$ cat src/rtl/sinc3_seq_ctrl.sv
// =============================================================================
// Module   : sinc3_seq_ctrl
// Purpose  : Sequencing controller for the sinc3 decimator: flush, settle-word
//            discard, decimation word strobe and valid/ready word delivery.
// Options  : SINC3_SEQ_CTRL_OVF_CNT_EN adds the saturating ovf_cnt[7:0] output.
// Revision : 1.0 - initial release
// =============================================================================
`default_nettype none

module sinc3_seq_ctrl #(
    parameter int DECIM_LO     = 256,
    parameter int DECIM_HI     = 4096,
    parameter int SETTLE_WORDS = 3,
    parameter int FLUSH_CYC    = 2
) (
    input  logic        clk_adc,
    input  logic        rstn_adc,
    input  logic        enable,
    input  logic        cfg_req,
    input  logic [1:0]  cfg_mode,
    output logic        cfg_ack,
    output logic [1:0]  filt_mode,
    output logic        filt_rstn,
    output logic        word_stb,
    input  logic [15:0] filt_data,
    output logic [15:0] out_data,
    output logic        out_valid,
    input  logic        out_ready,
    output logic        ovf,
    input  logic        ovf_clr,
`ifdef SINC3_SEQ_CTRL_OVF_CNT_EN
    output logic [7:0]  ovf_cnt,
`endif
    output logic [1:0]  state
);

    localparam int c_DEC_MAX = (DECIM_HI > DECIM_LO) ? DECIM_HI : DECIM_LO;
    localparam int c_DEC_W   = $clog2(c_DEC_MAX);
    localparam int c_SET_W   = $clog2(SETTLE_WORDS + 1);
    localparam int c_FLS_W   = $clog2(FLUSH_CYC + 1);

    localparam logic [c_DEC_W-1:0] c_LAST_LO  = c_DEC_W'(DECIM_LO - 1);
    localparam logic [c_DEC_W-1:0] c_LAST_HI  = c_DEC_W'(DECIM_HI - 1);
    localparam logic [c_SET_W-1:0] c_SET_LAST = c_SET_W'(SETTLE_WORDS - 1);
    localparam logic [c_FLS_W-1:0] c_FLS_LAST = c_FLS_W'(FLUSH_CYC - 1);

    typedef enum logic [1:0] {
        ST_IDLE   = 2'b00,
        ST_FLUSH  = 2'b01,
        ST_SETTLE = 2'b10,
        ST_RUN    = 2'b11
    } state_t;

    state_t             r_state;
    logic [1:0]         r_filt_mode;
    logic               r_filt_rstn;
    logic               r_cfg_ack;
    logic               r_req_d;
    logic               r_word_stb;
    logic               r_cap_pend;
    logic [15:0]        r_out_data;
    logic               r_out_valid;
    logic               r_ovf;
    logic [c_DEC_W-1:0] r_dec_cnt;
    logic [c_SET_W-1:0] r_settle_cnt;
    logic [c_FLS_W-1:0] r_flush_cnt;

    logic               w_cfg_edge;
    logic [c_DEC_W-1:0] w_dec_last;
    logic [c_DEC_W-1:0] w_dec_nxt;

    assign w_cfg_edge = cfg_req & ~r_req_d;
    assign w_dec_last = r_filt_mode[1] ? c_LAST_HI : c_LAST_LO;
    assign w_dec_nxt  = (r_dec_cnt == w_dec_last) ? '0 : r_dec_cnt + 1'b1;

`ifdef SINC3_SEQ_CTRL_OVF_CNT_EN
    logic [7:0] r_ovf_cnt;
    assign ovf_cnt = r_ovf_cnt;
`endif

    always_ff @(posedge clk_adc or negedge rstn_adc) begin
        if (!rstn_adc) begin
            r_state      <= ST_IDLE;
            r_filt_mode  <= 2'b00;
            r_filt_rstn  <= 1'b0;
            r_cfg_ack    <= 1'b0;
            r_req_d      <= 1'b0;
            r_word_stb   <= 1'b0;
            r_cap_pend   <= 1'b0;
            r_out_data   <= 16'h0000;
            r_out_valid  <= 1'b0;
            r_ovf        <= 1'b0;
            r_dec_cnt    <= '0;
            r_settle_cnt <= '0;
            r_flush_cnt  <= '0;
`ifdef SINC3_SEQ_CTRL_OVF_CNT_EN
            r_ovf_cnt    <= 8'h00;
`endif
        end else begin
            r_req_d    <= cfg_req;
            r_cfg_ack  <= w_cfg_edge;
            r_word_stb <= 1'b0;
            if (w_cfg_edge) begin
                r_filt_mode <= cfg_mode;
            end
            // Clear first; a drop later in this block overrides it.
            if (ovf_clr) begin
                r_ovf <= 1'b0;
`ifdef SINC3_SEQ_CTRL_OVF_CNT_EN
                r_ovf_cnt <= 8'h00;
`endif
            end

            if (r_state == ST_IDLE) begin
                r_filt_rstn <= 1'b0;
                r_dec_cnt   <= '0;
                r_cap_pend  <= 1'b0;
                if (enable && !w_cfg_edge) begin
                    r_state     <= ST_FLUSH;
                    r_flush_cnt <= '0;
                end
            end else if (!enable || w_cfg_edge) begin
                r_state     <= enable ? ST_FLUSH : ST_IDLE;
                r_flush_cnt <= '0;
                r_filt_rstn <= 1'b0;
                r_dec_cnt   <= '0;
                r_cap_pend  <= 1'b0;
                r_out_valid <= 1'b0;
            end else if (r_state == ST_FLUSH) begin
                r_dec_cnt <= '0;
                if (r_flush_cnt == c_FLS_LAST) begin
                    r_state      <= ST_SETTLE;
                    r_filt_rstn  <= 1'b1;
                    r_settle_cnt <= '0;
                end else begin
                    r_flush_cnt <= r_flush_cnt + 1'b1;
                end
            end else begin
                // Strobe is registered one cycle ahead so it lines up with dec_cnt == D-1.
                r_dec_cnt  <= w_dec_nxt;
                r_word_stb <= (w_dec_nxt == w_dec_last);
                r_cap_pend <= r_word_stb;
                if (r_state == ST_SETTLE) begin
                    if (r_cap_pend) begin
                        r_settle_cnt <= r_settle_cnt + 1'b1;
                        if (r_settle_cnt == c_SET_LAST) begin
                            r_state <= ST_RUN;
                        end
                    end
                end else if (r_cap_pend) begin
                    if (!r_out_valid || out_ready) begin
                        r_out_data  <= filt_data;
                        r_out_valid <= 1'b1;
                    end else begin
                        r_ovf <= 1'b1;
`ifdef SINC3_SEQ_CTRL_OVF_CNT_EN
                        r_ovf_cnt <= (r_ovf_cnt == 8'hFF) ? 8'hFF : r_ovf_cnt + 1'b1;
`endif
                    end
                end else if (out_ready) begin
                    r_out_valid <= 1'b0;
                end
            end
        end
    end

    assign state     = r_state;
    assign filt_mode = r_filt_mode;
    assign filt_rstn = r_filt_rstn;
    assign cfg_ack   = r_cfg_ack;
    assign word_stb  = r_word_stb;
    assign out_data  = r_out_data;
    assign out_valid = r_out_valid;
    assign ovf       = r_ovf;

endmodule

`default_nettype wire

$ cat config.mk
export PLATFORM = sky130hd
export DESIGN_NAME = sinc3_seq_ctrl
export DESIGN_NICKNAME = d
export VERILOG_FILES = /design/src/rtl/sinc3_seq_ctrl.sv
export SDC_FILE = /design/constraint.sdc
export NUM_CORES = 1
export LEC_CHECK = 0
export ABC_CLOCK_PERIOD_IN_PS = 5600
export BUFFER_PORTS_ARGS = -buffer_cell sky130_fd_sc_hd__buf_4
export CAP_MARGIN = 10
export CORE_MARGIN = 5
export CORE_UTILIZATION = 45
export CTS_BUF_LIST = sky130_fd_sc_hd__clkbuf_8
export DETAILED_ROUTE_END_ITERATION = 8
export PLACE_DENSITY = 0.8
export SLEW_MARGIN = 30
export SYNTH_ARGS = -nofsm -noshare
export SYNTH_HDL_FRONTEND = slang
export SYNTH_SLANG_ARGS = --single-unit
$ cat constraint.sdc
create_clock -name clk_adc -period 5.6 [get_ports clk_adc]
set_clock_uncertainty 0.15 [all_clocks]
set_input_delay 0.56 -clock clk_adc [delete_from_list [all_inputs] [get_ports clk_adc]]
set_output_delay 0.56 -clock clk_adc [all_outputs]
set_load 0.005 [all_outputs]
# After elaboration in Yosys (flattened, before gate mapping)
# Cells that the tools add are included.
word_totals:
  reg_bits: 43
  input_bits: 24
  output_inout_bits: 25
  word_cells: 103
op_classes:
  add_sub_neg: 3
  eq_ne: 14
  muxes: 46
  bitwise: 6
  n_reduce_logical: 21
ops:
  columns: ["operator", "n"]
  rows:
  - ["12-bit two-way mux", 5]
  - ["2-bit two-way mux", 17]
  - ["12-bit == test", 2]
  - ["1-bit two-way mux", 24]
  - ["5-bit AND reduction", 3]
  - ["12-bit by 1-bit adder with 12-bit output, second input constant", 1]
  - ["4-bit nonzero test", 3]
  - ["3-bit nonzero test", 3]
  - ["3-bit inequality test, second input constant", 2]
  - ["6-bit AND reduction", 1]
  - ["1-bit NOT", 5]
  - ["2-bit by 1-bit adder with 2-bit output, second input constant", 2]
  - ["2-bit by 1-bit == test with 1-bit output, second input constant", 2]
  - ["2-bit == test, second input constant", 2]
  - ["2-bit by 1-bit inequality test with 1-bit output, second input constant", 2]
  - ["2-bit inequality test, second input constant", 2]
  - ["4-bit by 3-bit inequality test with 1-bit output, second input constant", 1]
  - ["2-bit nonzero test", 2]
  - ["1-bit zero test", 3]
  - ["3-bit by 1-bit inequality test with 1-bit output, second input constant", 1]
  - ["3-bit AND reduction", 1]
  - ["2-bit zero test", 1]
  - ["1-bit logical OR", 2]
  - ["2-bit AND reduction", 1]
  - ["other kinds (2)", 2]

# Depth between registers and ports, before layout
depth:
  depth_word: 8
  mapped_depth: 7
  depth_no_buf: 7

# Worst setup path after synthesis
# Ideal clock, no wire load.
synth_path:
  path_type: "reg-to-reg"
  from: "reg r_state[0] (netlist: state[0])"
  to: "reg r_out_data[10] (netlist: out_data[10])"
  setup_time_ns: 0.125
  t_arrival_ns: 1.713
  required_ns: 5.325
  path_slack_ns: 3.612
  path_stages_with_launch: 8
  path_buffers: 2
  synth_period_minus_slack_ns: 1.988
  cell_sequence: "dfrtp_1 inv_1 ha_1 clkbuf_1 nor2_1 nand4b_2 buf_2 mux2_2"
synth_between:
  elab_chain_len: 3
  elab_cells_between_ends: 7
  classes_between: "eq/ne: 2; bitwise: 3; reduce/logical: 2"
synth_rtl:
  columns: ["item", "line_no", "text"]
  rows:
  - ["from (decl)", "54", "state_t r_state;"]
  - ["from (signal assigned)", "123", "r_state <= enable ? ST_FLUSH : ST_IDLE;"]
  - ["2-bit == test, or another cell as far along", "143", "if (r_state == ST_SETTLE) begin"]
  - ["1-bit NOT (no source line)", null, null]
  - ["6-bit AND reduction (no source line) *", null, null]
  - ["to (signal assigned)", "152", "r_out_data <= filt_data;"]
  - ["to (decl)", "61", "logic [15:0] r_out_data;"]
# Mark *: on every way between the ends. The rest lies on a longest branch, timed or not.
# A chain may end at the register's enable or synchronous reset.

# Worst setup path after layout
layout_path:
  from: "reg r_state[0] (netlist: state[0])"
  to: "reg r_word_stb (netlist: word_stb)"
layout_between:
  elab_chain_len: 4
  elab_cells_between_ends: 5
  classes_between: "eq/ne: 1; mux: 3; reduce/logical: 1"
layout_rtl:
  columns: ["item", "line_no", "text"]
  rows:
  - ["2-bit by 1-bit == test with 1-bit output", "129", "end else if (r_state == ST_FLUSH) begin"]
  - ["1-bit two-way mux", "129", null]
  - ["1-bit two-way mux", "122", "end else if (!enable || w_cfg_edge) begin"]
  - ["1-bit two-way mux *", "114", "if (r_state == ST_IDLE) begin"]
  - ["to (signal assigned)", "141", "r_word_stb <= (w_dec_nxt == w_dec_last);"]
  - ["to (decl)", "59", "logic r_word_stb;"]
# Marked as above.

==> key figures <==
Worst setup path
  • Max incr delay on CP: 0.51 ns
  • Buf/Inv on CP: 1
  • Worst path slowest cell: nand3b_1
  • Cell count of the worst reg-to-reg path: 6
  • R2R Setup Slk: 3.18 ns
  • CP Data Required Time: 5.63 ns
  • Critical path's top delay family: simple AND/OR/NAND/NOR gates
  • Crit path DAT: 2.45 ns
  • Worst-path maximum fanout: 15
  • Crit Reg-Reg Endpoint: word_stb$_DFF_PN0_
  • Cell chain of the critical path: inv_1 > ha_1 > nand3b_1 > nor3_1 > nand2_1 > o32ai_1
  • Setup CP Type: reg2reg
  • Setup crit start kind: register
  • Reg-to-Reg Start: state[0]$_DFFE_PN0P_
  • CP startpoint: state[0]$_DFFE_PN0P_
  • Critical path endpoint category: register

STA
  • Setup WS post-layout: 3.18 ns
  • Fin. max-slew vios: 0
  • Sum Neg Setup Slack: 0 ns
  • Tcrit/Tclk final: 43.3%
  • Final Setup Violations: 0
  • Final hold violation count: 0
  • RSZ-0062 raised after global routing: no
  • FMAX: 0.412 GHz
  • Least-Margin Pin Slew: 0.572 ns
  • Slew headroom: between 60% and 70%
  • Fin crit period: 2.42 ns

Placement
  • DP Worst Slack: between 3 and 4 ns
  • Inst Count DP: ~280
  • Port Buf Inserts: 48
  • GPL Wtd Cong: approximately 0.8
  • Dpl hpwl: 3.09 mm

Detailed routing
  • Drt first pass iters: 4
  • Vias: 1470
  • # DRC: 0
  • WL final: 4.15 mm
  • Routed length per instance: ~15 um
  • Initial DRC count: 103
  • Routed Antenna Nets: 0
  • Via/cell ratio: slightly above 5

Clock network
  • CTS max path bufs: 2
  • Clock Latency Late Sink: ~0.30 ns
  • Post-CTS Setup Repair Bufs: 0
  • Sink Count: 43
  • Htree depth: 2
  • Cts bufs inserted: 5
  • CTS-repair resized insts: 0
  • CTS root buf: clkbuf_8
  • Clock slew at reported path FFs: 0.09 ns
  • CTS tree: built
  • Hold_buf cts: 0

Synth
  • Synth top cells by count: dfrtp_1 (43), nor2_1 (19), mux2_2 (18)
  • Post-synth EDFFs: 0
  • Top-count cell post-synth: dfrtp_1
  • Post-synth net total: 216
  • Syn_area_per_cell: roughly 11 um2
  • Cells after synthesis: 186
  • Synth top area share: 52.8%
  • Post-Syn Area: 0.00204 mm2
  • Synth Flop Type: dfrtp_1
  • Synth warn: 0
  • #FFs+latches synth: between 40 and 50
  • Yosys top cell by area: dfrtp_1
  • Synth unique cells: 35
  • Area contributors post-synth: dfrtp_1 (53%), mux2_2 (9.9%), xnor2_1 (3.9%), ha_1 (3.7%), nor2_1 (3.5%)
  • Register area share after synthesis: between 50% and 60%
  • Share of synthesized flip-flops with an asynchronous set or reset: 100%

Power
  • Overall power: 0.000718 W
  • Worst vdd ir: 0.151 mV
  • PD cells: between 200 and 300 mW/mm2
  • Pleak: 1.19 nW

Floorplan
  • Die width: 77.3 um
  • Rows: 24
  • Initial Util: 46.5%
  • Core area: 0.00438 mm2
  • Die area: 0.00598 mm2
  • I/O pin total: 49
  • Die height: 77.3 um

Flow run
  • Max-Cap Viols: 0

Finish
  • Final Util: 57.4%
  • Layout filler cell count: 367
  • Fin nets: 263
  • Layout Cells excl Fill: 286
  • P&R area growth vs syn: 23.5%
  • Layout cells sized above 1: 33.3%
  • Antenna cells: 0

Global route
  • Initial antenna violation count: 0
  • Gr usage total: roughly 15%
  • First-pass GRT wire length: 7.14 mm
  • Largest net degree at the start of global routing: 44
  • Number of global-route vias before repair: 1454
  • GRT Residual Overflow: 0

Min path
  • Min-delay worst type: in2async

Status
  • Status: completed
## cells in the final DEF, fill, tap and decap left out, types with 2 or more instances in the layout
master | netlist | routed
nor2b_1 | 2 | 2
o41ai_1 | 2 | 2
inv_1 | 10 | 11
o22ai_1 | 3 | 3
nor2_1 | 19 | 19
nor3_1 | 6 | 6
o32ai_1 | 2 | 2
o21ai_0 | 5 | 5
clkbuf_8 | 0 | 5
nand2_1 | 12 | 12
nand3_1 | 7 | 7
dfrtp_1 | 43 | 43
mux2_2 | 18 | 18
xor2_1 | 3 | 3
ha_1 | 6 | 6
mux2i_1 | 3 | 3
a21oi_1 | 6 | 6
or3_1 | 4 | 4
buf_4 | 0 | 48
xnor2_1 | 9 | 9
a211oi_1 | 2 | 2
nand2b_1 | 3 | 3
## kinds of logic (layout without fill, tap and decap cells)
logic type / count (synthesis) / after routing / share of synthesized area [%]
buffers and inverters: 18 / 66 / 3.37
xor gates and xnor gates: 12 / 12 / 5.15
DFF: 43 / 43 / 52.8
adders and majority gates: 6 / 6 / 3.68
AOI/OAI and AO/OA: 23 / 23 / 7.55
muxes: 21 / 21 / 11.4
and+or+nand+nor: 63 / 63 / 16.1
## layout make-up
type,instances,area [um2],area share [%]
Tap cell,52,65.1,2.58
Multi-Input combinational cell,125,895,35.5
Inverter,10,37.5,1.49
Sequential cell,43,1080,42.7
Timing Repair Buffer,48,360,14.3
Clock inverter,3,16.3,0.646
Clock buffer,5,68.8,2.73
## registers in the layout, summed over array words and instances, names as in the netlist
name	cells
r_flush_cnt	2
ovf	1
state	2
out_data	16
r_cap_pend	1
cfg_ack	1
out_valid	1
filt_mode	2
r_req_d	1
word_stb	1
filt_rstn	1
r_dec_cnt	12
r_settle_cnt	2
## power breakdown
| part | switching (W) | total, W | internal (W) |
|---|---|---|---|
| clock | 0.000106 | 0.000191 | 0.0000854 |
| combinational | 0.000101 | 0.000178 | 0.0000763 |
| sequential | 0.0000172 | 0.000349 | 0.000332 |
## metrics by stage
step	hold WS (ns)	instance area (um2)
after floorplan	0.114	2040
after global routing	0.128	2520
after global placement	0.318	2430
after detailed placement	0.328	2430
final	0.0873	2520
after CTS	0.108	2520
## worst max-delay path by stage
stage                          endpoint  slack [ns]  depth (start not counted)
2_1_floorplan  out_data[10]$_DFFE_PN0P_        3.61                          7
3_3_place_gp    out_data[2]$_DFFE_PN0P_        3.25                          6
3_5_place_dp         word_stb$_DFF_PN0_        3.17                          6
4_1_cts              word_stb$_DFF_PN0_        3.17                          6
5_1_grt              word_stb$_DFF_PN0_        2.92                          6
6_report             word_stb$_DFF_PN0_        3.18                          6
## layer usage
metal / vias up / GRT usage, % / part of all wire [%]
met5: - / 0 / 0
met1: 689 / 19.0 / 43
li1: 742 / - / -
met2: 33 / 23.6 / 51
met3: 6 / 4.45 / 5.2
met4: 0 / 4.12 / 1.3
Power figures use the tool's default switching activity.
